**config.mk**
```make
export PLATFORM = sky130hd
export DESIGN_NAME = frame_writer
export DESIGN_NICKNAME = d
export VERILOG_FILES = /design/src/rtl/frame_writer_pkg.sv /design/src/rtl/frame_writer_rgb_packer.sv /design/src/rtl/frame_writer.sv
export SDC_FILE = /design/constraint.sdc
export NUM_CORES = 1
export LEC_CHECK = 0
export CORE_AREA = 3 3 89 91
export CTS_CLUSTER_DIAMETER = 120
export DETAILED_ROUTE_END_ITERATION = 12
export DIE_AREA = 0 0 92 94
export GPL_TIMING_DRIVEN = 0
export PLACE_DENSITY = 0.72
export SYNTH_ARGS = -nofsm -noshare
export SYNTH_HDL_FRONTEND = slang
export SYNTH_HIERARCHICAL = 1
export SYNTH_SLANG_ARGS = --single-unit
```
**constraint.sdc**
```tcl
create_clock -name clk -period 2.7 [get_ports clk]
set_input_delay 0.405 -clock clk [delete_from_list [all_inputs] [get_ports clk]]
set_output_delay 0.405 -clock clk [all_outputs]
set_load 0.005 [all_outputs]
```
**src/rtl/frame_writer_pkg.sv**
```systemverilog
// frame_writer_pkg: frame geometry and writer FSM encoding
// shared by the frame writer and the DVI scan-out.
package frame_writer_pkg;

  localparam int H_ACTIVE     = 480;
  localparam int V_ACTIVE     = 270;
  localparam int FRAME_PIXELS = H_ACTIVE * V_ACTIVE;

  typedef enum logic [2:0] {
    ST_IDLE,
    ST_GET_R,
    ST_GET_G,
    ST_GET_B,
    ST_DONE
  } fw_state_e;

endpackage

```
**src/rtl/frame_writer_rgb_packer.sv**
```systemverilog
// rgb_packer: holds the R and G bytes of the current triplet
// and presents the full 24-bit pixel alongside the B byte.
module rgb_packer (
  input  logic        clk,
  input  logic        rst,
  input  logic        ld_r_i,
  input  logic        ld_g_i,
  input  logic [7:0]  byte_i,
  output logic [23:0] pix_o
);

  logic [7:0] r_q;
  logic [7:0] g_q;

  always_ff @(posedge clk or posedge rst) begin
    if (rst) begin
      r_q <= '0;
      g_q <= '0;
    end else begin
      if (ld_r_i) r_q <= byte_i;
      if (ld_g_i) g_q <= byte_i;
    end
  end

  assign pix_o = {r_q, g_q, byte_i};

endmodule

```
**src/rtl/frame_writer.sv**
```systemverilog
// frame_writer: byte stream to 24-bit pixels, written in raster
// order to frame memory port B.
module frame_writer #(
  parameter int H_ACTIVE = frame_writer_pkg::H_ACTIVE,
  parameter int V_ACTIVE = frame_writer_pkg::V_ACTIVE,
  parameter int ADDR_W   = 17
) (
  input  logic              clk,
  input  logic              rst,
  input  logic              sof,
  input  logic [7:0]        din,
  input  logic              din_valid,
  output logic              din_ready,
  output logic              WEB,
  output logic [ADDR_W-1:0] ADDRB,
  output logic [23:0]       DINB,
  output logic              busy,
  output logic              frame_done,
  output logic              frame_abort
);

  import frame_writer_pkg::*;

  localparam logic [ADDR_W-1:0] LAST_PIX =
    ADDR_W'(H_ACTIVE * V_ACTIVE - 1);

  fw_state_e         state_q, state_d;
  logic [ADDR_W-1:0] cnt_q, cnt_d;
  logic [ADDR_W-1:0] addr_q, addr_d;
  logic [23:0]       dinb_q, dinb_d;
  logic              web_q, web_d;
  logic              done_q, done_d;
  logic              abort_q, abort_d;
  logic              ld_r, ld_g;
  logic              accept;
  logic [23:0]       pix;

  rgb_packer u_packer (
    .clk    (clk),
    .rst    (rst),
    .ld_r_i (ld_r),
    .ld_g_i (ld_g),
    .byte_i (din),
    .pix_o  (pix)
  );

  assign busy      = (state_q == ST_GET_R) ||
                     (state_q == ST_GET_G) ||
                     (state_q == ST_GET_B);
  assign din_ready = busy && !sof;
  assign accept    = din_valid && din_ready;

  always_comb begin
    state_d = state_q;
    cnt_d   = cnt_q;
    addr_d  = addr_q;
    dinb_d  = dinb_q;
    web_d   = 1'b0;
    done_d  = 1'b0;
    abort_d = 1'b0;
    ld_r    = 1'b0;
    ld_g    = 1'b0;
    unique case (1'b1)
      sof: begin
        state_d = ST_GET_R;
        cnt_d   = '0;
        // progress = a pixel written or a partial triplet held
        abort_d = busy &&
                  (cnt_q != '0 || state_q != ST_GET_R);
      end
      accept && state_q == ST_GET_R: begin
        ld_r    = 1'b1;
        state_d = ST_GET_G;
      end
      accept && state_q == ST_GET_G: begin
        ld_g    = 1'b1;
        state_d = ST_GET_B;
      end
      accept && state_q == ST_GET_B: begin
        web_d  = 1'b1;
        addr_d = cnt_q;
        dinb_d = pix;
        if (cnt_q == LAST_PIX) begin
          state_d = ST_DONE;
          done_d  = 1'b1;
        end else begin
          state_d = ST_GET_R;
          cnt_d   = cnt_q + ADDR_W'(1);
        end
      end
      default: ;
    endcase
  end

  always_ff @(posedge clk or posedge rst) begin
    if (rst) begin
      state_q <= ST_IDLE;
      cnt_q   <= '0;
      addr_q  <= '0;
      dinb_q  <= '0;
      web_q   <= 1'b0;
      done_q  <= 1'b0;
      abort_q <= 1'b0;
    end else begin
      state_q <= state_d;
      cnt_q   <= cnt_d;
      addr_q  <= addr_d;
      dinb_q  <= dinb_d;
      web_q   <= web_d;
      done_q  <= done_d;
      abort_q <= abort_d;
    end
  end

  assign WEB         = web_q;
  assign ADDRB       = addr_q;
  assign DINB        = dinb_q;
  assign frame_done  = done_q;
  assign frame_abort = abort_q;

endmodule

```
Yosys cells after proc, flatten, opt, wreduce, memory -nomap -nowiden:

Cells that the tools add are included.

* add/subtract/negate cells: 1
* equal/unequal tests: 6
* muxes and demuxes: 10
* reduce and logical (&&, ||, !) cells: 14

Operator list (number)
* case mux 17 bit (2 select lines): 1
* adder 17 x 1 -> 17 bit, second input constant: 1
* equality test 17 bit, second input constant: 1
* two-way mux 17 bit: 1
* nonzero test 17 bit: 1
* case mux 3 bit (4 select lines): 1
* equality test 3 x 2 -> 1 bit, second input constant: 2
* logical AND 1 bit: 6
* two-way mux 1 bit: 6
* nonzero test 4 bit: 1
* equality test 3 x 1 -> 1 bit, second input constant: 1
* logical OR 1 bit: 3
* two-way mux 3 bit: 1
* inequality test 3 x 1 -> 1 bit, second input constant: 1
* inequality test 2 bit, second input constant: 1
* AND reduction 2 bit: 1
* nonzero test 2 bit: 1
* logical NOT 1 bit: 1

* output and inout port bits: 46
* input bits: 12
* register bits after elaboration: 80
* logic and storage cells: 40

Depth between registers and ports, before layout:

Gate-level depths: netlist of run 1.

* word-level depth: 8
* mapped depth: 7
* gate-level depth less buffers: 6

Cells and area by module:

Netlist of run 1, hierarchy kept.

Modules (own cells, without submodules)
* frame_writer: sequential area each 1601.5 um2, area each 2827.7 um2, times used 1, cells an instance 315
* rgb_packer: sequential area each 400.4 um2, area each 726.9 um2, times used 1, cells an instance 43

Worst setup path before layout of run 1:

Ideal clock, no wire load.

* path type: input-to-reg
* start point: input sof
* end point: register cnt_q[12]
* data arrival time: 1587 ps
* stages: 6
* slack: 981 ps
* path through: nand3b_1 or3b_4 buf_6 a31oi_4 or2_4 a31oi_1

* word-level cells in the longest chain between the ends: 6
* elaborated cells between the ends (all ways): 8

Ends and longest elaborated chain
* start: declaration: RTL line frame_writer.sv:10 `input logic sof,`
* logical NOT 1 bit: RTL line frame_writer.sv:50 `assign din_ready = busy && !sof;`
* logical AND 1 bit: RTL line frame_writer.sv:50
* logical AND 1 bit: RTL line frame_writer.sv:51 `assign accept = din_valid && din_ready;`
* logical AND 1 bit: RTL line frame_writer.sv:79 `accept && state_q == ST_GET_B: begin`
* inequality test 2 bit (no source line) / nonzero test 2 bit (equally long branches)
* AND reduction 2 bit (no source line)
* end signal: assignment: RTL line frame_writer.sv:106 `cnt_q <= cnt_d;`
* end: declaration: RTL line frame_writer.sv:28 `logic [ADDR_W-1:0] cnt_q, cnt_d;`

Several ways; a longest one is shown, not always the timed one.
A chain may end at the register's enable or synchronous reset.

Worst setup path in the final report of run 1:

* start point: input sof
* end point: register cnt_q[10]

The elaborated chain is that of the path after synthesis.

==> results of run 1 <==
[worst min path at each step]
stage / slack, ns / endpoint / depth (start not counted)
2_1_floorplan: 0.32 / u_packer/g_q[0] / 1
3_3_place_gp: 0.45 / DINB[13] / 2
3_5_place_dp: 0.45 / DINB[9] / 2
4_1_cts: 0.48 / DINB[9] / 2
5_1_grt: 0.51 / DINB[20] / 2
6_report: 0.48 / ADDRB[7] / 2
[cell families after synthesis]
| logic type | after synthesis |
|---|---|
| DFF | 80 |
| muxes | 16 |
| adders and majority gates | 2 |
| xor gates and xnor gates | 1 |
| AOI/OAI and AO/OA | 36 |
| buffers and inverters | 32 |
| and+or+nand+nor | 191 |
[layout by cell type (no fill, tap or decap), drive strengths merged, types with 3 or more instances in the layout]
cell,n
dfrtp,80
o311ai,3
bufinv,3
o21ai,13
nor4,4
a31oi,8
clkbuf,15
nor3,4
nand3,13
inv,11
o31ai,3
nor2,11
clkdlybuf4s50,57
nand2,138
and3,5
buf,18
a21oi,3
mux2,16
[synth_stat cells, drive strengths merged]
cell type / count / area [um2]
nand2: 138 / 518
dfrtp: 80 / 2000
buf: 17 / 136
mux2: 16 / 240
nand3: 13 / 65.1
o21ai: 13 / 65.1
nor2: 11 / 43.8
a31oi: 8 / 65.1
inv: 8 / 30.0
clkbuf: 6 / 22.5
and3: 5 / 31.3
nor3: 4 / 20.0
nor4: 4 / 37.5
a21oi: 3 / 15.0
o311ai: 3 / 26.3
o31ai: 3 / 22.5
and2: 2 / 12.5
and4: 2 / 17.5
ha: 2 / 25.0
nand3b: 2 / 15.0
nand4: 2 / 12.5
nor4b: 2 / 17.5
or2: 2 / 15.0
a211o: 1 / 8.76
a21o: 1 / 7.51
a221o: 1 / 10.0
a22o: 1 / 8.76
and4bb: 1 / 12.5
clkinv: 1 / 3.75
nor2b: 1 / 6.26
o22ai: 1 / 6.26
o31a: 1 / 8.76
or3: 1 / 6.26
or3b: 1 / 11.3
xor2: 1 / 8.76
[flip-flops by register name, summed over array words and instances (netlist names)]
signal	cells
state_q	3
DINB	24
u_packer/g_q	8
WEB	1
cnt_q	17
ADDRB	17
frame_abort	1
u_packer/r_q	8
frame_done	1
[per-layer routing]
layer,up-vias,part of all wire,global-route usage
li1,1323,-,-
met1,1342,0.49,0.285
met2,62,0.46,0.315
met3,8,0.040,0.0361
met4,0,0.010,0.0631
met5,-,0,0
[through the flow]
stage / setup TNS, ns / utilization / instance area, um2 / instances
2_1_floorplan: 0 / - / 3550 / 358
3_3_place_gp: -31.80 / 0.589 / 4250 / 514
3_5_place_dp: 0 / 0.592 / 4270 / 515
4_1_cts: 0 / 0.626 / 4520 / 531
5_1_grt: 0 / 0.626 / 4520 / 531
6_report: 0 / 0.626 / 4520 / 531
[tightest hold or removal path: stages (launching register included)]
cell and delay [ns]:
dfrtp_1 0.35, nand2_1 0.05, nand2_1 0.06
[area by class of cell]
type                            count  area, um2  area share
Timing Repair Buffer               58        591       0.131
Multi-Input combinational cell    246       1360       0.301
Sequential cell                    80       2000       0.443
Clock inverter                      7        125      0.0277
Buffer                             23        159      0.0352
Inverter                            9       33.8     0.00748
Clock buffer                        9        124      0.0274
Tap cell                           99        124      0.0274
[power groups by stage]
stage | Combinational (W) | Clock, W | Sequential (W)
5_1_grt | 0.000730 | 0.00116 | 0.00156
4_1_cts | 0.000669 | 0.00111 | 0.00153
6_report | 0.000658 | 0.00109 | 0.00153
2_1_floorplan | 0.000282 | 0 | 0.00154
3_3_place_gp | 0.000642 | 0 | 0.00154
3_5_place_dp | 0.000663 | 0 | 0.00155
==> results.md, run 1 <==
- Post-Syn Area: approximately 3600 um2
- Vias: ~2700
- Min Tclk post-route: 2.21 ns
- Flop pwr share: 0.467
- Syn Nets: between 300 and 400
- CP Launch Type: primary input
- CTS resizes: 0
- Critical Path Stages: 7
- Critical Path Start: sof
- Detailed Place HPWL: about 5600 um
- Synth Area in Compound Gates: 0.0686
- Post-Place Worst Slack: roughly 0.14 ns
- Clk sinks: 80
- Number of fill cells: between 600 and 700
- Final WS setup: ~0.49 ns
- CP Class: in2reg
- Cell depth of the worst flop-to-flop path: 5
- Static Leak: around 2.2 nW
- Critical path required time: a little under 3 ns
- Initial Utilization: 0.493
- Layout Skew: 0.0111 ns
- CP endpoint: cnt_q[10]
- Initial antenna violation count: 0
- Outcome: completed
- Hold_ws: about 0.48 ns
- Slowest stage cell, crit path: clkdlybuf4s50_1
- Die ar.: between 8000 and 9000 um2
- Reg-to-reg critical path endpoint: cnt_q[9]
- Max transition margin: 0.454
- Post-synthesis mux area share: 0.0676
- Slowest cell delay on critical path: ~0.56 ns
- CTS Root Cell: clkbuf_8
- Register area share after synthesis: 0.563
- Largest net degree at the start of global routing: 39
- Actual slew at the worst max-slew pin: between 0.8 and 0.9 ns
- Clock transition at path regs: about 0.08 ns
- DIE HEIGHT: roughly 94 um
- Reg-to-reg startpoint: cnt_q[3]
- Combinational power share: 0.201
- Hold/Removal Path Class: reg2reg
- Worst setup EP type: flip-flop
- Mapped Cells: about 360
- Crit share post-route: 0.817
- Main combinational cell family by area after synthesis: simple AND/OR/NAND/NOR gates
- Layout net count: between 400 and 500
- Final Power: approximately 0.0033 W
- Worst Hold Launch: ADDRB[7]
- Max-slew violation count: 0
- Average wire per standard cell: around 15 um
- First-pass GRT wire length: between 10000 and 15000 um
- Max-cap violations: 0
- Final Hold Fails: 0
- Switch share: 0.252
- Drt total wl: 7900 um
- Post-DRT Antenna Nets: 0
- Die W: ~90 um
- Yosys warning total: 6
- Kind of cell adding the most delay to the critical path: simple AND/OR/NAND/NOR gates
- Worst path cell trace: clkdlybuf4s50_1 -> nand3b_1 -> or3b_4 -> buf_6 -> a31oi_4 -> or2_4 -> a31oi_1
- Post-CTS Setup Inserts: 0
- Vias per Instance: 5.15
- Io pins: between 50 and 60
- Grt ovf: 0
- WP buf/inv: 2
- P&R area growth vs syn: 27.1%
- Synthesized area per cell: 9.93 um2
- Total track usage: 0.201
- Maximum VDD drop: between 0.3 and 0.4 mV
- Area of the core: slightly above 7000 um2
- Clock network power share: 0.332
- DRC viols: 0
- Net Sw Power: slightly above 0.0008 W
- Crit Path Max Fanout: 10
- Ant. Diodes: 0
- Rows: 31
- Number of global-route vias before repair: approximately 2700
- Gpl congestion: approximately 0.83
- CTS tree: done
- H-tree Lvls: 3
- Post-synthesis cell type count: between 40 and 50
- Clk Latency, worst-skew pair: ~0.34 ns
- Unrepaired setup endpoints after global routing: false
- CTS buffer count: 9
- PortBufs: 57
- R2R Setup Slk: 0.78 ns
- Cts hold-fix bufs: 0
- Starting DRT DRC Count: between 100 and 150
- Final Setup Violations: 0
- Internal: approximately 0.0025 W
- Layout cell share with drive strength beyond 1: 0.137
- CP Data Arrival Time: between 2 and 2.5 ns
- FMAX: roughly 0.45 GHz
- First-pass DRT Iterations: 4
- Maximum root-to-sink buffer count: 2
- PD cells: 726 nW/um2
- Adder-cell share of the synthesized area: 0.00704
- Post-Synth XOR/XNOR Area: 0.00246
- Post-Synth Simple-Gate Area: 0.237
- Yosys reg bits: 80
(Power assumes the default switching activity.)
==> run 2: changes to the inputs <==
--- a/config.mk
+++ b/config.mk
@@ -5,10 +5,10 @@
 export SDC_FILE = /design/constraint.sdc
 export NUM_CORES = 1
 export LEC_CHECK = 0
-export CORE_AREA = 3 3 89 91
+export CORE_AREA = 3 3 91 93
 export CTS_CLUSTER_DIAMETER = 120
 export DETAILED_ROUTE_END_ITERATION = 12
-export DIE_AREA = 0 0 92 94
+export DIE_AREA = 0 0 94 96
 export GPL_TIMING_DRIVEN = 0
 export PLACE_DENSITY = 0.72
 export SYNTH_ARGS = -nofsm -noshare
==> constraint.sdc (replaced) <==
create_clock -name clk -period 1.8 [get_ports clk]
set_input_delay 0.27 -clock clk [delete_from_list [all_inputs] [get_ports clk]]
set_output_delay 0.27 -clock clk [all_outputs]
set_load 0.005 [all_outputs]
==> run 2 against run 1 <==
Effect of this change: largest power group unchanged; critical endpoint is now cnt_q[4]; flip-flop and latch count stayed put; sequential share of layout area is 0.86 points lower; the run now ends with setup timing left; setup slack worse by 0.50 ns; clock power is 16% higher; wire length hardly changed.
==> results.md, run 2 (same netlist as run 1, synthesis figures left out) <==
- Reg-to-reg critical path endpoint: cnt_q[4]
- CP Launch Type: flip-flop
- Grt ovf: 0
- Clock network power share: 0.276
- PortBufs: 57
- Clk Latency, worst-skew pair: approximately 0.36 ns
- Ant. Diodes: 0
- PD cells: roughly 980 nW/um2
- Final Cell Area: between 4000 and 5000 um2
- Worst setup EP type: flip-flop
- Clk sinks: 80
- Cell depth of the worst flop-to-flop path: 5
- Min Tclk post-route: approximately 1.8 ns
- Max transition margin: 0.463
- Largest register FFs: 24
- Total track usage: 0.188
- Layout Skew: between 0.007 and 0.008 ns
- First-pass GRT wire length: about 13000 um
- Failing checks: setup timing
- Hold_ws: 0.373 ns
- Gpl congestion: 0.875
- Unrepaired setup endpoints after global routing: true
- Met2 Use GR: 0.300
- Post-DRT Antenna Nets: 0
- Crit Path Max Fanout: 5
- CTS Root Cell: clkbuf_8
- Flop pwr share: 0.504
- Post-Place Worst Slack: -0.607 ns
- Layout cell share with drive strength beyond 1: 0.189
- Final WS setup: -0.00847 ns
- Die W: around 94 um
- P&R area growth vs syn: 30.0%
- Initial Utilization: 0.467
- Vias per Instance: 5.06
- DIE HEIGHT: roughly 96 um
- CTS buffer count: 9
- Detailed Place HPWL: 5450 um
- Static Leak: approximately 2.2 nW
- M1 GR Usage: 0.254
- Met3 usage: 0.0391
- DP Cell Count: between 500 and 600
- Rows: 32
- Max-cap violations: 0
- Final Power: about 0.0045 W
- Actual slew at the worst max-slew pin: between 0.8 and 0.9 ns
- Maximum VDD drop: around 0.39 mV
- First-pass DRT Iterations: 4
- Initial antenna violation count: 0
- CP Data Arrival Time: 2.05 ns
- Die ar.: about 9000 um2
- R2R Setup Slk: -0.008 ns
- Starting DRT DRC Count: 103
- Cts hold-fix bufs: 0
- Outcome: finished with violations
- Number of global-route vias before repair: 2707
- CP Class: reg2reg
- Layout net count: between 400 and 500
- Hold/Removal Path Class: in2async
- Maximum root-to-sink buffer count: 2
- Area of the core: around 7600 um2
- Switch share: 0.280
- Most frequent cells in the layout: nand2_1, dfrtp_1, clkdlybuf4s50_1
- Vias: about 2800
- Combinational power share: 0.219
- DRC viols: 0
- FMAX: 0.553 GHz
- Busiest grt layer: met2
- Max-slew violation count: 0
- Crit share post-route: 1.00
- Io pins: 58
- Placement Cell Area: 4280 um2
- Final Hold Fails: 0
- Final Setup Violations: 1
- Reg-to-reg startpoint: cnt_q[8]
- Drt total wl: slightly below 8000 um
- H-tree Lvls: 3
- Average wire per standard cell: 14.5 um
- Commonest non-fill, non-tap cell in the layout: nand2_1
- CTS tree: done
- Net Sw Power: between 0.001 and 0.0015 W
- Final Non-Filler Cells: 546
- Clock transition at path regs: 0.09 ns
- Critical path required time: around 2.0 ns
- Internal: around 0.0033 W
- Largest net degree at the start of global routing: 37
## run 2: critical path, cell delays in order, from the launching register on
cell,delay (ns)
dfrtp_2,0.45
nor4_4,0.32
and4bb_2,0.32
a31oi_4,0.11
buf_4,0.17
a221o_1,0.31
## run 2: layout make-up
class,count,area (um2)
sequential,80,2010
inverter,9,37.5
clock buffer,9,124
clock inverter,7,62.6
multi-input combinational,246,1420
buffer,23,168
fill,637,2990
timing repair buffer,70,677
tap,102,128
## run 2: through the flow
step | utilization | TNS, ns
global placement | 0.560 | -31.00
floorplan | - | 0
finish | 0.608 | -0.00847
detailed placement | 0.562 | -30.33
global route | 0.608 | -0.206
CTS | 0.596 | -0.0109
## run 2: power by group through the flow
| stage | sequential [W] | combinational (W) | clock [W] |
|---|---|---|---|
| floorplan | 0.00231 | 0.000424 | 0 |
| global placement | 0.00232 | 0.000963 | 0 |
| detailed placement | 0.00233 | 0.000988 | 0 |
| CTS | 0.00230 | 0.00101 | 0.00129 |
| global route | 0.00234 | 0.00111 | 0.00137 |
| finish | 0.00229 | 0.000997 | 0.00126 |
## run 2: worst max-delay path by stage
stage	from	to	slack [ns]	cells past startpoint
floorplan	cnt_q[6]	cnt_q[10]	0.11	6
global placement	sof	cnt_q[12]	-0.60	7
detailed placement	sof	cnt_q[12]	-0.61	7
CTS	state_q[2]	cnt_q[7]	-0.007	6
global route	cnt_q[1]	cnt_q[4]	-0.06	6
finish	cnt_q[8]	cnt_q[4]	-0.008	5
## run 2: routing by layer
layer / wire (um) / vias up
li1: - / 1350
met1: 3650 / 1322
met2: 3730 / 78
met3: 389 / 14
met4: 139 / 0
met5: 0 / -
## run 2: timing repair
action	4_1_cts	5_1_grt
setup buffers	5	7
pin swaps	2	3
endpoints found under the setup margin	61	57
gates resized for setup	12	17
cloned	0	0
==> run 3: changes to the inputs <==
--- a/config.mk
+++ b/config.mk
@@ -5,12 +5,13 @@
 export SDC_FILE = /design/constraint.sdc
 export NUM_CORES = 1
 export LEC_CHECK = 0
-export CORE_AREA = 3 3 91 93
+export CORE_AREA = 3 3 89 91
+export CTS_BUF_LIST = sky130_fd_sc_hd__clkbuf_8
 export CTS_CLUSTER_DIAMETER = 120
 export DETAILED_ROUTE_END_ITERATION = 12
-export DIE_AREA = 0 0 94 96
+export DIE_AREA = 0 0 92 94
 export GPL_TIMING_DRIVEN = 0
-export PLACE_DENSITY = 0.72
+export PLACE_DENSITY = 0.75
 export SYNTH_ARGS = -nofsm -noshare
 export SYNTH_HDL_FRONTEND = slang
 export SYNTH_HIERARCHICAL = 1
==> run 3 against run 2 <==
Effect of this change: the flow still finishes with violations (setup timing); via count is 2.7% higher; clock-buffer cell count unchanged; cell area rose by 0.87%; non-clock buffer count increased by 2; largest cell class unchanged.
==> results.md, run 3 (same netlist as run 1, synthesis figures left out) <==
- Ant. Diodes: 0
- PortBufs: 57
- First-pass DRT Iterations: 4
- Clock transition at path regs: 0.09 ns
- H-tree Lvls: 3
- Post-DRT Antenna Nets: 0
- Crit Path Max Fanout: 8
- Clk Latency, worst-skew pair: around 0.35 ns
- Final Power: ~0.0047 W
- Grt ovf: 0
- Crit share post-route: 1.05
- Area of the core: slightly above 7000 um2
- Vias per Instance: 5.21
- Max transition margin: 0.552
- Wire length on met3: 449 um
- Slowest stage cell, crit path: dfrtp_2
- Maximum VDD drop: 0.481 mV
- Max-slew violation count: 0
- Io pins: 58
- CTS Root Cell: clkbuf_8
- Routed length on met1: between 3000 and 4000 um
- CTS tree: done
- Maximum root-to-sink buffer count: 2
- P&R area growth vs syn: 31.2%
- PD cells: ~1000 nW/um2
- Total track usage: 0.205
- Detailed Place HPWL: roughly 5600 um
- Initial antenna violation count: 0
- DRC viols: 0
- Drt total wl: around 8500 um
- Average wire per standard cell: between 15 and 20 um
- First-pass GRT wire length: 13700 um
- Outcome: finished with violations
- Register area: approximately 2000 um2
- Initial Utilization: 0.493
- CP Launch Type: flip-flop
- CP Data Arrival Time: ~2.2 ns
- Critical path required time: ~2.1 ns
- Clk sinks: 80
- Static Leak: roughly 2.3 nW
- Number of global-route vias before repair: 2750
- FMAX: 0.530 GHz
- DIE HEIGHT: between 90 and 100 um
- Failing checks: setup timing
- Area of the multi-input gates: around 1400 um2
- Largest register FFs: 24
- Max-cap violations: 0
- Final Hold Fails: 0
- Commonest non-fill, non-tap cell in the layout: nand2_1
- CP Class: reg2reg
- Top routing layer used: met4
- Largest net degree at the start of global routing: 37
- Final Util: 0.646
- Rows: 31
- Gpl congestion: roughly 0.82
- Cts hold-fix bufs: 0
- Slowest cell delay on critical path: around 0.45 ns
- Layout cell share with drive strength beyond 1: 0.191
- Actual slew at the worst max-slew pin: about 0.67 ns
- Number of fill cells: 590
- Hold/Removal Path Class: in2reg
- Layout net count: 455
- Unrepaired setup endpoints after global routing: true
- Worst setup EP type: flip-flop
- Most frequent cells in the layout: nand2_1, dfrtp_1, clkdlybuf4s50_1
- WP buf/inv: 1
- Starting DRT DRC Count: roughly 180
- Final WS setup: -0.0865 ns
- Met2 WL post-DR: just over 4000 um
- CTS buffer count: 9
- Die W: 92 um
- Die ar.: 8650 um2
- Final Setup Violations: 4
- Kind of cell adding the most delay to the critical path: simple AND/OR/NAND/NOR gates
- Vias: between 2000 and 3000
- Min Tclk post-route: between 1.5 and 2 ns
- Layout Skew: about 0.0095 ns
- Worst path cell trace: nor4_4 -> and4bb_2 -> a31oi_4 -> buf_12 -> or2_4 -> a31oi_1
[run 3: cell types whose count changed in the layout (fill, tap and decap cells not counted), moves of 2 or more]
cell / delta
o21ai_0: -2
dlymetal6s2s_1: +2
o21ai_1: +2
clkinv_4: -2
[run 3: timing repair]
| action | CTS | global route |
|---|---|---|
| endpoints found under the hold margin | 0 | 0 |
| pin swaps | 5 | 3 |
| resized for setup | 14 | 15 |
| cloned | 0 | 0 |
| endpoints found under the setup margin | 60 | 49 |
| buffers inserted | 11 | 3 |
[run 3: final cells by class]
cell class	count	area share
Buffer	23	0.0360
Clock buffer	9	0.0266
Clock inverter	7	0.0177
Inverter	9	0.00805
Multi-Input combinational cell	246	0.302
Sequential cell	80	0.430
Tap cell	99	0.0266
Timing Repair Buffer	72	0.152
[run 3: worst min-delay path: cells and delay by family]
| family | cells | cell delay (ns) |
|---|---|---|
| AOI/OAI and AO/OA | 2 | 0.20 |
| buffers and inverters | 1 | 0.14 |
[run 3: worst paths after layout]
| check | from | end | slack (ns) | cells after the start |
|---|---|---|---|---|
| max | cnt_q[10] | cnt_q[12] | -0.09 | 6 |
| max in group asynchronous | rst | cnt_q[8] | 0.79 | 3 |
| min in group asynchronous | rst | u_packer/r_q[4] | 0.38 | 2 |
| max reg2reg | cnt_q[10] | cnt_q[12] | -0.09 | 6 |
| min | din_valid | state_q[0] | 0.31 | 3 |
| min reg2reg | DINB[21] | DINB[21] | 0.48 | 2 |
[run 3: where the power goes]
group / total [W] / internal [W] / leakage (nW) / switching (W)
registers: 0.00229 / 0.00211 / 1.05 / 0.000176
clock network: 0.00138 / 0.000665 / 0.0988 / 0.000711
logic: 0.00102 / 0.000646 / 1.11 / 0.000378
total: 0.00469 / 0.00342 / 2.26 / 0.00127
[run 3: stage by stage]
step | setup TNS [ns] | cell area [um2] | std cells | hold WS [ns] | setup slack [ns]
3_5_place_dp | -29.94 | 4270 | 515 | 0.462 | -0.614
6_report | -0.214 | 4660 | 545 | 0.311 | -0.0865
5_1_grt | -0.682 | 4660 | 545 | 0.305 | -0.118
2_1_floorplan | 0 | 3560 | 358 | 0.184 | 0.105
3_3_place_gp | -29.98 | 4250 | 514 | 0.447 | -0.592
4_1_cts | -0.00811 | 4620 | 542 | 0.373 | -0.00811
[run 3: per-layer routing]
metal / GRT usage / vias up
met1: 0.272 / 1391
met3: 0.0497 / 13
met5: 0 / -
met4: 0.0767 / 0
li1: - / 1346
met2: 0.326 / 89
